`config.mk`:
```
export PLATFORM = sky130hd
export DESIGN_NAME = imem_program_loader
export DESIGN_NICKNAME = d
export VERILOG_FILES = /design/src/rtl/imem_program_loader_pkg.sv /design/src/rtl/imem_program_loader_word_assembler.sv /design/src/rtl/imem_program_loader.sv
export SDC_FILE = /design/constraint.sdc
export NUM_CORES = 1
export LEC_CHECK = 0
export BUFFER_PORTS_ARGS = -buffer_cell sky130_fd_sc_hd__buf_2
export CAP_MARGIN = 20
export CELL_PAD_IN_SITES_DETAIL_PLACEMENT = 1
export CELL_PAD_IN_SITES_GLOBAL_PLACEMENT = 1
export CORE_AREA = 2 2 127 129
export CTS_BUF_LIST = sky130_fd_sc_hd__clkbuf_16
export CTS_CLUSTER_SIZE = 20
export DETAILED_ROUTE_END_ITERATION = 16
export DIE_AREA = 0 0 129 131
export GPL_ROUTABILITY_DRIVEN = 0
export GPL_TIMING_DRIVEN = 1
export PLACE_DENSITY = 0.76
export SYNTH_ARGS = -nofsm -noshare
export SYNTH_HDL_FRONTEND = slang
export SYNTH_SLANG_ARGS = --single-unit
```
`constraint.sdc`:
```
create_clock -name clk -period 2.1 [get_ports clk]
set_input_delay 0.42 -clock clk [delete_from_list [all_inputs] [get_ports clk]]
set_output_delay 0.42 -clock clk [all_outputs]
set_load 0.01 [all_outputs]
```
`src/rtl/imem_program_loader_pkg.sv`:
```
`default_nettype none
// ============================================================================
// Package : imem_program_loader_pkg
// Brief   : Frame field widths, magic byte and state codes for the loader.
// Rev     : 1.0 - initial release
// ============================================================================
package imem_program_loader_pkg;

    localparam int c_BYTE_W  = 8;
    localparam int c_WORD_W  = 32;
    localparam int c_CNT_W   = 16;
    localparam int c_STATE_W = 3;

    localparam logic [c_BYTE_W-1:0] c_MAGIC_DEFAULT = 8'hA5;

    localparam logic [c_STATE_W-1:0] c_ST_IDLE  = 3'd0;
    localparam logic [c_STATE_W-1:0] c_ST_CNT_H = 3'd1;
    localparam logic [c_STATE_W-1:0] c_ST_CNT_L = 3'd2;
    localparam logic [c_STATE_W-1:0] c_ST_DATA  = 3'd3;
    localparam logic [c_STATE_W-1:0] c_ST_CHECK = 3'd4;
    localparam logic [c_STATE_W-1:0] c_ST_DONE  = 3'd5;
    localparam logic [c_STATE_W-1:0] c_ST_ERROR = 3'd6;

endpackage
`default_nettype wire

```
`src/rtl/imem_program_loader_word_assembler.sv`:
```
`default_nettype none
// ============================================================================
// Module : imem_program_loader_word_assembler
// Brief  : Packs four little-endian bytes into a word and pulses word_ready.
// Rev    : 1.0 - initial release
// ============================================================================
module imem_program_loader_word_assembler
    import imem_program_loader_pkg::*;
(
    input  logic                clk,
    input  logic                reset,
    input  logic                i_clear,
    input  logic                i_shift_en,
    input  logic [c_BYTE_W-1:0] i_byte,
    output logic [1:0]          o_byte_idx,
    output logic                o_word_ready,
    output logic [c_WORD_W-1:0] o_word
);

    logic [1:0]          r_idx;
    logic [c_WORD_W-1:0] r_shift;
    logic [c_WORD_W-1:0] r_word;
    logic                r_ready;
    logic [c_WORD_W-1:0] w_shift_nxt;

    // New bytes enter at the top so the first byte ends up in [7:0].
    assign w_shift_nxt = {i_byte, r_shift[c_WORD_W-1:c_BYTE_W]};

    always_ff @(posedge clk) begin
        if (!reset) begin
            r_idx   <= 2'd0;
            r_shift <= '0;
            r_word  <= '0;
            r_ready <= 1'b0;
        end else begin
            r_ready <= 1'b0;
            if (i_clear) begin
                r_idx   <= 2'd0;
                r_shift <= '0;
            end else if (i_shift_en) begin
                r_shift <= w_shift_nxt;
                r_idx   <= r_idx + 2'd1;
                if (r_idx == 2'd3) begin
                    r_word  <= w_shift_nxt;
                    r_ready <= 1'b1;
                end
            end
        end
    end

    assign o_byte_idx   = r_idx;
    assign o_word_ready = r_ready;
    assign o_word       = r_word;

endmodule
`default_nettype wire

```
`src/rtl/imem_program_loader.sv`:
```
`default_nettype none
// ============================================================================
// Module : imem_program_loader
// Brief  : Framed byte-stream loader for the instruction memory; holds the
//          CPU in reset until a frame loads with a matching checksum.
// Rev    : 1.0 - initial release
// ============================================================================
module imem_program_loader
    import imem_program_loader_pkg::*;
#(
    parameter logic [31:0]         BASE_ADDR = 32'd0,
    parameter logic [31:0]         ADDR_STEP = 32'd1,
    parameter int                  MAX_WORDS = 256,
    parameter logic [c_BYTE_W-1:0] MAGIC     = c_MAGIC_DEFAULT
)(
    input  logic                clk,
    input  logic                reset,
    input  logic [c_BYTE_W-1:0] byte_in,
    input  logic                byte_valid,
    output logic                byte_ready,
    output logic                imem_we,
    output logic [31:0]         imem_addr,
    output logic [c_WORD_W-1:0] imem_wdata,
    output logic                cpu_reset,
    output logic                load_done,
    output logic                load_error
);

    localparam logic [31:0] c_MAX_WORDS = 32'(MAX_WORDS);

    logic [c_STATE_W-1:0] r_state;
    logic [c_STATE_W-1:0] w_state_nxt;
    logic                 r_byte_ready;
    logic [31:0]          r_addr;
    logic [c_BYTE_W-1:0]  r_chk;
    logic [c_BYTE_W-1:0]  r_cnt_hi;
    logic [c_CNT_W-1:0]   r_remain;
    logic                 r_cpu_reset;
    logic                 r_done;
    logic                 r_error;

    logic                 w_xfer;
    logic                 w_start;
    logic [c_CNT_W-1:0]   w_count;
    logic                 w_too_big;
    logic                 w_shift_en;
    logic [1:0]           w_byte_idx;
    logic                 w_word_ready;
    logic [c_WORD_W-1:0]  w_word;

    assign w_xfer     = byte_valid & r_byte_ready;
    assign w_count    = {r_cnt_hi, byte_in};
    assign w_too_big  = ({16'd0, w_count} > c_MAX_WORDS);
    assign w_shift_en = w_xfer && (r_state == c_ST_DATA);

    always_ff @(posedge clk) begin
        if (!reset) r_state <= c_ST_IDLE;
        else        r_state <= w_state_nxt;
    end

    always_comb begin
        w_state_nxt = r_state;
        w_start     = 1'b0;
        case (r_state)
            c_ST_IDLE, c_ST_DONE, c_ST_ERROR: begin
                if (w_xfer && (byte_in == MAGIC)) begin
                    w_start     = 1'b1;
                    w_state_nxt = c_ST_CNT_H;
                end
            end
            c_ST_CNT_H: if (w_xfer) w_state_nxt = c_ST_CNT_L;
            c_ST_CNT_L: begin
                if (w_xfer) begin
                    if (w_too_big)                 w_state_nxt = c_ST_ERROR;
                    else if (w_count == 16'd0)     w_state_nxt = c_ST_CHECK;
                    else                           w_state_nxt = c_ST_DATA;
                end
            end
            c_ST_DATA: begin
                if (w_xfer && (w_byte_idx == 2'd3) && (r_remain == 16'd1))
                    w_state_nxt = c_ST_CHECK;
            end
            c_ST_CHECK: begin
                if (w_xfer) w_state_nxt = (byte_in == r_chk) ? c_ST_DONE : c_ST_ERROR;
            end
            default: w_state_nxt = c_ST_IDLE;
        endcase
    end

    always_ff @(posedge clk) begin
        if (!reset) begin
            r_byte_ready <= 1'b0;
            r_addr       <= BASE_ADDR;
            r_chk        <= '0;
            r_cnt_hi     <= '0;
            r_remain     <= '0;
            r_cpu_reset  <= 1'b1;
            r_done       <= 1'b0;
            r_error      <= 1'b0;
        end else begin
            r_byte_ready <= 1'b1;
            // The address steps once the strobe has been seen; a restart overrides it.
            if (w_word_ready) r_addr <= r_addr + ADDR_STEP;
            if (w_start) begin
                r_cpu_reset <= 1'b1;
                r_done      <= 1'b0;
                r_error     <= 1'b0;
                r_addr      <= BASE_ADDR;
                r_chk       <= '0;
            end
            if (w_xfer) begin
                case (r_state)
                    c_ST_CNT_H: begin
                        r_chk    <= r_chk ^ byte_in;
                        r_cnt_hi <= byte_in;
                    end
                    c_ST_CNT_L: begin
                        r_chk    <= r_chk ^ byte_in;
                        r_remain <= w_count;
                        if (w_too_big) r_error <= 1'b1;
                    end
                    c_ST_DATA: begin
                        r_chk <= r_chk ^ byte_in;
                        if (w_byte_idx == 2'd3) r_remain <= r_remain - 16'd1;
                    end
                    c_ST_CHECK: begin
                        if (byte_in == r_chk) begin
                            r_cpu_reset <= 1'b0;
                            r_done      <= 1'b1;
                        end else begin
                            r_error <= 1'b1;
                        end
                    end
                    default: ;
                endcase
            end
        end
    end

    imem_program_loader_word_assembler u_asm (
        .clk          (clk),
        .reset        (reset),
        .i_clear      (w_start),
        .i_shift_en   (w_shift_en),
        .i_byte       (byte_in),
        .o_byte_idx   (w_byte_idx),
        .o_word_ready (w_word_ready),
        .o_word       (w_word)
    );

    assign byte_ready = r_byte_ready;
    assign imem_we    = w_word_ready;
    assign imem_addr  = r_addr;
    assign imem_wdata = w_word;
    assign cpu_reset  = r_cpu_reset;
    assign load_done  = r_done;
    assign load_error = r_error;

endmodule
`default_nettype wire

```
; Yosys cells after proc, flatten, opt, wreduce, memory -nomap -nowiden
; Index checks and enable logic that the tools add are counted.
[totals]
register_bits = 138
output_inout_bits = 69
wordCells = 84
[classes]
add_sub_neg = 3
order_cmp = 1
eq_ne = 16
n_mux = 31
bitwise = 5
reduce_logical = 15
[op_table]
columns = op, n
row1 = "32-bit by 1-bit adder with 32-bit output, second input constant", 1
row2 = 16-bit case mux with 2 select lines, 1
row3 = 8-bit 2-to-1 mux, 3
row4 = 3-bit 2-to-1 mux, 7
row5 = "16-bit by 1-bit == test with 1-bit output, second input constant", 1
row6 = "16-bit by 9-bit greater-than comparator with 1-bit output, second input constant", 1
row7 = 16-bit zero test, 1
row8 = 1-bit 2-to-1 mux, 16
row9 = 16-bit 2-to-1 mux, 1
row10 = "16-bit by 1-bit subtractor with 16-bit output, second input constant", 1
row11 = 3-bit case mux with 5 select lines, 1
row12 = "3-bit == test, second input constant", 3
row13 = 3-bit OR reduction, 3
row14 = 8-bit == test, 1
row15 = "8-bit == test, second input constant", 1
row16 = "2-bit inequality test, second input constant", 4
row17 = 8-bit bitwise XOR, 1
row18 = "3-bit by 2-bit == test with 1-bit output, second input constant", 2
row19 = 3-bit AND reduction, 2
row20 = 5-bit AND reduction, 1
row21 = 1-bit logical AND, 4
row22 = "2-bit by 1-bit inequality test with 1-bit output, second input constant", 2
row23 = "3-bit by 1-bit == test with 1-bit output, second input constant", 1
row24 = 3-bit zero test, 1
row25 = other kinds (9), 11

; Logic depth before layout (Yosys ltp)
; Gate-level depths: netlist of run 1.
[depth]
word_depth = 8
ltp_mapped = 9

; Cells and area by module
; From an unflattened synthesis of run 1, not the netlist that was laid out.
[unflattened]
hier_cells = 686
hier_area_um2 = 5899.4
[modules_own_cells]
columns = module, instances, cells_each, area_per_inst_um2
row1 = imem_program_loader, 1, 457, 3654.8
row2 = imem_program_loader_word_assembler, 1, 229, 2244.7

; Worst setup path after synthesis of run 1
; Ideal clock, no wire load.
[synth_path]
path_type = input-to-reg
start = input port byte_in[1]
end = register r_addr[10], in the netlist imem_addr[10]
arrival_time_ps = 2129
t_required_ps = 1985
slack_ps = -144
stages = 9
path_cell_list = buf_6 -> or4_4 -> or3_4 -> a21oi_4 -> nand2b_1 -> buf_6 -> buf_12 -> buf_12 -> nor2_1
[synth_between]
elab_chain_len = 5
[synth_rtl]
columns = element, line
row1 = from (decl), imem_program_loader.sv:18  ; input logic [c_BYTE_W-1:0] byte_in,
row2 = 8-bit == test, imem_program_loader.sv:66  ; if (w_xfer && (byte_in == MAGIC)) begin
row3 = 1-bit logical AND, imem_program_loader.sv:66
row4 = 1-bit 2-to-1 mux, imem_program_loader.sv:66
row5 = 1-bit 2-to-1 mux, imem_program_loader.sv:64  ; case (r_state)
row6 = 2-bit OR reduction (no source line), --
row7 = to (signal assigned), imem_program_loader.sv:103  ; if (w_word_ready) r_addr <= r_addr + ADDR_STEP;
row8 = to (decl), imem_program_loader.sv:34  ; logic [31:0] r_addr;
; No other way between the ends.
; A chain may end at the register's enable or synchronous reset.

; Worst setup path in the final report of run 1
[layout_path]
start = register r_cnt_hi[4]
end = register r_state[2]
[layout_between]
elab_chain_len = 5
[layout_rtl]
columns = element, line
row1 = from (decl), imem_program_loader.sv:36  ; logic [c_BYTE_W-1:0] r_cnt_hi;
row2 = from (signal assigned), imem_program_loader.sv:115  ; r_cnt_hi <= byte_in;
row3 = branches (longest 2 deep; another with 16-bit by 9-bit greater-than comparator with 1-bit output), --
row4 = 3-bit 2-to-1 mux *, imem_program_loader.sv:74  ; if (w_too_big) w_state_nxt = c_ST_ERROR;
row5 = 3-bit 2-to-1 mux *, imem_program_loader.sv:73  ; if (w_xfer) begin
row6 = 3-bit case mux with 5 select lines *, imem_program_loader.sv:64
row7 = to (signal assigned), imem_program_loader.sv:57  ; if (!reset) r_state <= c_ST_IDLE;
row8 = to (signal assigned), imem_program_loader.sv:58  ; else r_state <= w_state_nxt;
row9 = to (decl), imem_program_loader.sv:31  ; logic [c_STATE_W-1:0] r_state;
; Every way passes the cells marked *. The select of a mux whose other input is x is not followed.

==> impl_summary.log, run 1 <==
INFO  metric post_placement_cell_count = 1016
INFO  metric portion_of_total_power_attributed_to_the_clock_network = 52.6%
INFO  metric track_usage = 21.4%
INFO  metric detailedPlacementHpwl = 12.4 mm
INFO  metric ff_latch_area = 2600 sq um
INFO  metric cts_num_sinks = 130
INFO  metric power_report.internal_total = 4.28 mW
INFO  metric finalWorstSetupSlack = 87.0 ps
INFO  metric synth_flop_cell = sky130_fd_sc_hd__dfxtp_1
INFO  metric fmax = 497 MHz
INFO  metric hold_path_startpoint = byte_in[2]
INFO  metric layout.filler_cells = 1853
INFO  metric share_seq_of_total_power = 44.6%
INFO  metric initial_core_util = 37.1%
INFO  metric power.share.switching = 22.7%
INFO  metric grt_start_max_net_pins = 33
INFO  metric period_minus_slack = 2010 ps
INFO  metric syn_nets = 727
INFO  metric cp.arrival = 2330 ps
INFO  metric synth.area.top_cells = sky130_fd_sc_hd__dfxtp_1 45%, sky130_fd_sc_hd__nand2_1 9.8%, sky130_fd_sc_hd__a21boi_0 5.3%
INFO  metric dr_total_vias = 5320
INFO  metric cap_viol_max_count = 0
INFO  metric diodes = 0
INFO  metric clkTransAtPathRegs = 60 ps
INFO  metric synthesis.instances = 712
INFO  metric finalMaxSlewViolations = 0
INFO  metric fin_nets = 834
INFO  metric r2r-start = r_cnt_hi[4]
INFO  metric slew-limit-headroom = 56.9%
INFO  metric ios = 80
INFO  metric syn2layout_area_growth = 26.8%
INFO  metric grt_setup_unrepaired = true
INFO  metric postRouteWirelength = 17.6 mm
INFO  metric numCtsBuffers = 17
INFO  metric synth_largest_area_cell = sky130_fd_sc_hd__dfxtp_1
INFO  metric number_of_warnings_reported_in_the_yosys_synthesis_log = 0
INFO  metric max-clock-path-buffers = 2
INFO  metric first_global_vias = 5549
INFO  metric drt.antenna.violating_nets = 0
INFO  metric post-route-drc-count = 0
INFO  metric insertion_delay = 430 ps
INFO  metric cts_hold_buffers_added = 0
INFO  metric tritoncts_clock_tree = yes
INFO  metric placementRows = 46
INFO  metric postLayoutCellArea = 7340 sq um
INFO  metric comb_power_share = 2.8%
INFO  metric finalClockSkew = 10.4 ps
INFO  metric crit-reg2reg-capture = r_state[2]
INFO  metric critPathCaptureType = register
INFO  metric postSynthRegisterBits = 130
INFO  metric clock_root_buffer_master = sky130_fd_sc_hd__clkbuf_16
INFO  metric min_delay_path_depth = 4
INFO  metric power.switching = 1.26 mW
INFO  metric wl_per_cell = 16.8 microns
INFO  metric fraction_of_registers_with_async_set_reset = 0%
INFO  metric final-instance-count-excl-fill = 1048
INFO  metric avgSynthCellArea = 8.13 sq um
INFO  metric cts-htree-levels = 4
INFO  metric first_pass_grt_wire_length = 28.1 mm
INFO  metric outcome = complete, no violations
INFO  metric multi_input_comb_area = 2990 sq um
INFO  metric netlist.area_leader.share = 45.0%
INFO  metric drt_first_pass_iters = 4
INFO  metric worst_ir_drop_vdd = 577 uV
INFO  metric dr.first_iter.drc_count = 305
INFO  metric timing.critical_path.fanout_max = 3
INFO  metric min_path_type = input pin to register
INFO  metric die_area = 16900 sq um
INFO  metric synth-edff-count = 0
INFO  metric post_dp_cell_area = 6700 sq um
INFO  metric power.density = 754 nW/um^2
INFO  metric report.final.setup_viol = 0
INFO  metric finalCritPeriodShare = 95.9%
INFO  metric io_buffer_count = 79
INFO  metric place_worst_setup_slack = -149 ps
INFO  metric synth_sequential_area_ratio = 45.0%
INFO  metric final.hold.worst_slack = 426 ps
INFO  metric placeableCoreArea = 15600 sq um
INFO  metric worst_hold_path_endpoint = u_asm.r_shift[26]
INFO  metric drive_gt1_share = 22.1%
INFO  metric fp.dieW = 129 microns
INFO  metric worstRegToRegCells = 6
INFO  metric ff2ff_setup_slack = 90 ps
INFO  metric timing.critical_path.required = 2410 ps
INFO  metric globalRoute.totalOverflow = 0
INFO  metric final-hold-violation-count = 0
INFO  metric vias_per_cell = 5.08
INFO  metric criticalPathCategory = register to register
INFO  metric fp.dieH = 131 microns
INFO  metric syn-cell-area = 5790 sq um
INFO  metric total_power = 5.54 mW
INFO  metric critical_path.startpoint_type = register
INFO  metric leakage = 2.78 nW
INFO  metric timing_worst_slew_pin_value = 646 ps
INFO  metric antenna_found_initial = 0
INFO  metric synth_cell_types = 50
INFO  metric post-cts-setup-buffer-count = 0
==> registers in the layout, indices dropped and copies added, names as in the netlist <==
name,cells
r_cnt_hi,8
r_chk,8
u_asm.o_word_ready,1
byte_ready,1
r_state,3
u_asm.r_shift,24
u_asm.o_word,32
load_done,1
load_error,1
u_asm.o_byte_idx,2
cpu_reset,1
imem_addr,32
r_remain,16
==> cell type report <==
class	count	area share, %
inverters	10	0.511
repair buffers	132	11.7
clock buffers	17	5.80
flip-flops and latches	130	35.5
well taps	216	3.68
clock inverters	15	2.13
multi-input cells	528	40.8
==> kinds of logic after synthesis <==
logic type / after synthesis / synth area share [%]
XOR/XNOR: 34 / 5.14
adder cells (fa/ha/maj): 4 / 0.865
multiplexers: 9 / 1.56
AND/OR/NAND/NOR: 341 / 27.6
flip-flops: 130 / 45.0
AO/OA/AOI/OAI: 140 / 15.3
buffers and inverters: 54 / 4.58
==> synth_stat cells (all sizes together) (12+ instances only) <==
cell    instances
nand2         151
dfxtp         130
nor2           66
a21oi          44
a21boi         41
clkbuf         36
o21ai          32
nand3          24
nor2b          18
nor3           18
xor2           18
xnor2          16
nand4          12
==> stage by stage <==
stage / TNS [ps] / util [%]
floorplan: -407 / -
global placement: -2720 / 43.0
detailed placement: -4840 / 43.0
CTS: 0 / 46.8
global route: -48.1 / 47.1
finish: 0 / 47.1
==> power groups by stage <==
stage | sequential [mW] | clock (mW) | combinational, mW
final | 2.47 | 2.91 | 0.153
after global routing | 2.47 | 3.07 | 0.166
after CTS | 2.47 | 2.97 | 0.154
after detailed placement | 2.52 | 0 | 0.152
after global placement | 2.52 | 0 | 0.147
after floorplan | 2.52 | 0 | 0.0920
==> what timing repair did <==
item | 4_1_cts | 5_1_grt
pin swaps | 0 | 1
cloned | 0 | 0
endpoints found under the setup margin | 2 | 11
hold endpoints to repair | 0 | 0
resized for setup | 2 | 8
==> how the worst max path moves through the flow <==
stage / from / endpoint / slack, ps
4_1_cts: r_remain[3] / r_remain[12] / 50
5_1_grt: imem_addr[18] / imem_addr[31] / -30
6_report: r_cnt_hi[4] / r_state[2] / 90
3_3_place_gp: byte_in[4] / r_state[1] / -60
3_5_place_dp: byte_in[4] / r_chk[0] / -150
2_1_floorplan: byte_in[1] / imem_addr[10] / -40
==> placed cells by master, fill, tap and decap left out, drive strengths merged, types with 5 or more instances in the layout <==
master | synthesis | final
nand2 | 151 | 151
buf | 8 | 132
dfxtp | 130 | 130
nor2 | 66 | 66
a21oi | 44 | 44
a21boi | 41 | 41
o21ai | 32 | 32
nand3 | 24 | 24
xor2 | 18 | 18
nor2b | 18 | 18
nor3 | 18 | 18
clkbuf | 36 | 17
xnor2 | 16 | 16
inv | 10 | 14
nand4 | 12 | 12
nor4 | 11 | 11
mux2i | 9 | 9
or3 | 8 | 8
nand2b | 7 | 7
nand3b | 6 | 6
clkinv | 0 | 6
and2 | 5 | 5
or4 | 5 | 5
==> critical path, cell delays in order (launching register included) <==
cell	delay, ps
sky130_fd_sc_hd__dfxtp_1	330
sky130_fd_sc_hd__or4_1	600
sky130_fd_sc_hd__nor4_4	220
sky130_fd_sc_hd__nand3b_1	120
sky130_fd_sc_hd__or3b_2	450
sky130_fd_sc_hd__nand3_1	90
sky130_fd_sc_hd__o22ai_1	90
==> layer usage <==
layer / global-route usage [%] / vias up / wire length [microns]
li1: - / 2635 / -
met1: 26.2 / 2577 / 7950
met2: 36.9 / 89 / 8820
met3: 4.97 / 19 / 552
met4: 7.86 / 0 / 252
met5: 0 / - / 0
(Power assumes the default switching activity.)
==> inputs of run 2 (changes only) <==
--- a/config.mk
+++ b/config.mk
@@ -8,12 +8,12 @@
 export BUFFER_PORTS_ARGS = -buffer_cell sky130_fd_sc_hd__buf_2
 export CAP_MARGIN = 20
 export CELL_PAD_IN_SITES_DETAIL_PLACEMENT = 1
-export CELL_PAD_IN_SITES_GLOBAL_PLACEMENT = 1
-export CORE_AREA = 2 2 127 129
+export CELL_PAD_IN_SITES_GLOBAL_PLACEMENT = 2
+export CORE_AREA = 2 2 142 144
 export CTS_BUF_LIST = sky130_fd_sc_hd__clkbuf_16
 export CTS_CLUSTER_SIZE = 20
 export DETAILED_ROUTE_END_ITERATION = 16
-export DIE_AREA = 0 0 129 131
+export DIE_AREA = 0 0 144 146
 export GPL_ROUTABILITY_DRIVEN = 0
 export GPL_TIMING_DRIVEN = 1
 export PLACE_DENSITY = 0.76
==> run 2 against run 1 <==
Critical path type unchanged. Die area is 24% higher. Utilization down 8.5 points. First-iteration DRC count is 15% lower. Largest cell class unchanged. Register-to-register slack lost 40 ps. Combinational power is essentially flat. Total power rose by 0.85%. Fmax down 2.1%. Wire length rose by 3.1%. Setup slack worse by 44 ps. Clock power is 2% higher. Design area up 1.7%. Global-route usage decreased by 3.5 points.
==> impl_summary.log, run 2 (synthesis results as in run 1) <==
INFO  metric vias_per_cell = 4.94 (-2.6%)
INFO  metric cts_num_sinks = 130 (unchanged)
INFO  metric drt_first_pass_iters = 4 (unchanged)
INFO  metric postRouteWirelength = 18.1 mm (+3.1%)
INFO  metric ff_latch_area = 2600 sq um (unchanged)
INFO  metric insertion_delay = 430 ps (about the same)
INFO  metric cts_hold_buffers_added = 0 (unchanged)
INFO  metric hold_path_startpoint = reset
INFO  metric antenna_found_initial = 0 (unchanged)
INFO  metric critPathSlowestCell = sky130_fd_sc_hd__or4_4
INFO  metric timing.critical_path.max_delay_family = simple AND/OR/NAND/NOR gates
INFO  metric post-route-drc-count = 0 (unchanged)
INFO  metric wl_per_cell = 16.4 microns (-2.1%)
INFO  metric drive_gt1_share = 22.9% (+0.77 points)
INFO  metric min_path_type = input pin to register
INFO  metric min_delay_path_depth = 1 (-3)
INFO  metric power.density = 748 nW/um^2 (-0.81%)
INFO  metric fin_nets = 841 (+0.84%)
INFO  metric slew-limit-headroom = 58.1% (+1.2 points)
INFO  metric finalClockSkew = 11.0 ps (+0.671 ps)
INFO  metric multi_input_comb_area = 3000 sq um (+0.21%)
INFO  metric critical_path.startpoint_type = register
INFO  metric first_pass_grt_wire_length = 29.8 mm (+6.0%)
INFO  metric placementRows = 51 (+11%)
INFO  metric cap_viol_max_count = 0 (unchanged)
INFO  metric worstRegToRegCells = 7 (+1)
INFO  metric grt_setup_unrepaired = true
INFO  metric clock_root_buffer_master = sky130_fd_sc_hd__clkbuf_16
INFO  metric max-clock-path-buffers = 2 (unchanged)
INFO  metric detailedPlacementHpwl = 12.8 mm (+3.3%)
INFO  metric critPathCaptureType = register
INFO  metric initial_core_util = 29.9% (-7.2 points)
INFO  metric final.hold.worst_slack = 397 ps (-29.0 ps)
INFO  metric period_minus_slack = 2060 ps (+43.8 ps)
INFO  metric die_area = 21000 sq um (+24%)
INFO  metric tritoncts_clock_tree = yes
INFO  metric timing.critical_path.required = 2410 ps (about the same)
INFO  metric final-hold-violation-count = 0 (unchanged)
INFO  metric dr.first_iter.drc_count = 259 (-15%)
INFO  metric total_power = 5.58 mW (+0.85%)
INFO  metric timing_worst_slew_pin_value = 623 ps (-23.8 ps)
INFO  metric ios = 80 (unchanged)
INFO  metric timing.critical_path.fanout_max = 3 (unchanged)
INFO  metric worst-path-buf-inv = 1 (+1)
INFO  metric report.final.setup_viol = 0 (unchanged)
INFO  metric cp.arrival = 2370 ps (+40 ps)
INFO  metric mostFrequentLayoutCells = 151 x sky130_fd_sc_hd__nand2_1, 130 x sky130_fd_sc_hd__dfxtp_1, 79 x sky130_fd_sc_hd__buf_2
INFO  metric fmax = 486 MHz (-2.1%)
INFO  metric globalRoute.totalOverflow = 0 (unchanged)
INFO  metric tns = 0 ps (unchanged)
INFO  metric criticalPathCategory = register to register
INFO  metric r2r-start = r_cnt_hi[5]
INFO  metric drt.antenna.violating_nets = 0 (unchanged)
INFO  metric leakage = 2.83 nW (+1.6%)
INFO  metric syn2layout_area_growth = 28.9%
INFO  metric fp.dieH = 146 microns (+11%)
INFO  metric layout.filler_cells = 2343 (+26%)
INFO  metric first_global_vias = 5834 (+5.1%)
INFO  metric outcome = complete, no violations
INFO  metric ff2ff_setup_slack = 40 ps (-40 ps)
INFO  metric placeableCoreArea = 19300 sq um (+24%)
INFO  metric max_stage_delay = 550 ps (-50 ps)
INFO  metric worst_hold_path_endpoint = byte_ready
INFO  metric crit-reg2reg-capture = r_state[2]
INFO  metric numCtsBuffers = 17 (unchanged)
INFO  metric finalMaxSlewViolations = 0 (unchanged)
INFO  metric cts-htree-levels = 4 (unchanged)
INFO  metric diodes = 0 (unchanged)
INFO  metric finalCritPeriodShare = 97.9% (+2.1 points)
INFO  metric path_cells = or4_4 -> nor4_4 -> buf_4 -> nand3b_1 -> or3b_4 -> nand3_2 -> o22ai_1
INFO  metric io_buffer_count = 79 (unchanged)
INFO  metric grt_start_max_net_pins = 33 (unchanged)
INFO  metric track_usage = 17.9% (-3.5 points)
INFO  metric clkTransAtPathRegs = 60 ps (about the same)
INFO  metric worst_ir_drop_vdd = 581 uV (+0.63%)
INFO  metric dr_total_vias = 5458 (+2.6%)
INFO  metric fp.dieW = 144 microns (+12%)
INFO  metric layout_commonest_cell = sky130_fd_sc_hd__nand2_1
run 2: worst max path at each step:
stage	startpoint	end	cells after the start	slack [ps]
2_1_floorplan	byte_in[1]	imem_addr[10]	9	-40
3_3_place_gp	byte_in[4]	u_asm.o_byte_idx[0]	7	-60
3_5_place_dp	byte_in[4]	r_chk[0]	7	-150
4_1_cts	r_cnt_hi[3]	r_state[2]	7	30
5_1_grt	r_cnt_hi[5]	r_state[2]	7	-60
6_report	r_cnt_hi[5]	r_state[2]	7	40
run 2: area by class of cell:
class | instances | area share, %
multi-input combinational | 528 | 40.2
sequential | 130 | 34.9
timing repair buffer | 139 | 12.2
clock buffer | 17 | 5.70
tap | 265 | 4.44
clock inverter | 15 | 2.13
inverter | 10 | 0.503
run 2: where the power goes:
group / leakage (nW) / switching, mW / internal, mW
clock network: 0.280 / 1.20 / 1.76
registers: 1.05 / 0.00180 / 2.47
logic: 1.50 / 0.0956 / 0.0583
total: 2.83 / 1.30 / 4.28
run 2: worst reg2reg max path: cells and delay by family, from the launching register on:
family,cells,cell delay (ps)
AO/OA/AOI/OAI,1,80
flip-flops,1,310
buffers and inverters,1,160
AND/OR/NAND/NOR,5,1410
run 2: metal layers:
metal / GRT usage, % / vias up / wire length [microns]
met4: 6.18 / 0 / 304
met2: 30.7 / 98 / 9050
li1: - / 2650 / -
met5: 0 / - / 0
met1: 22.1 / 2688 / 8180
met3: 3.62 / 22 / 592
run 2: timing repair:
item	in CTS	in global routing
pin swaps	0	3
endpoints found under the setup margin	4	10
resized for setup	3	9
setup buffers	0	2
run 2: metrics by stage:
| step | std cells | utilization, % | setup WS [ps] | instance area, sq um |
|---|---|---|---|---|
| 5_1_grt | 1104 | 38.6 | -57.5 | 7460 |
| 4_1_cts | 1102 | 38.3 | 27.9 | 7400 |
| 2_1_floorplan | 712 | - | -40.8 | 5800 |
| 3_5_place_dp | 1070 | 35.2 | -147 | 6800 |
| 3_3_place_gp | 1070 | 35.2 | -58.9 | 6800 |
| 6_report | 1104 | 38.6 | 43.2 | 7460 |
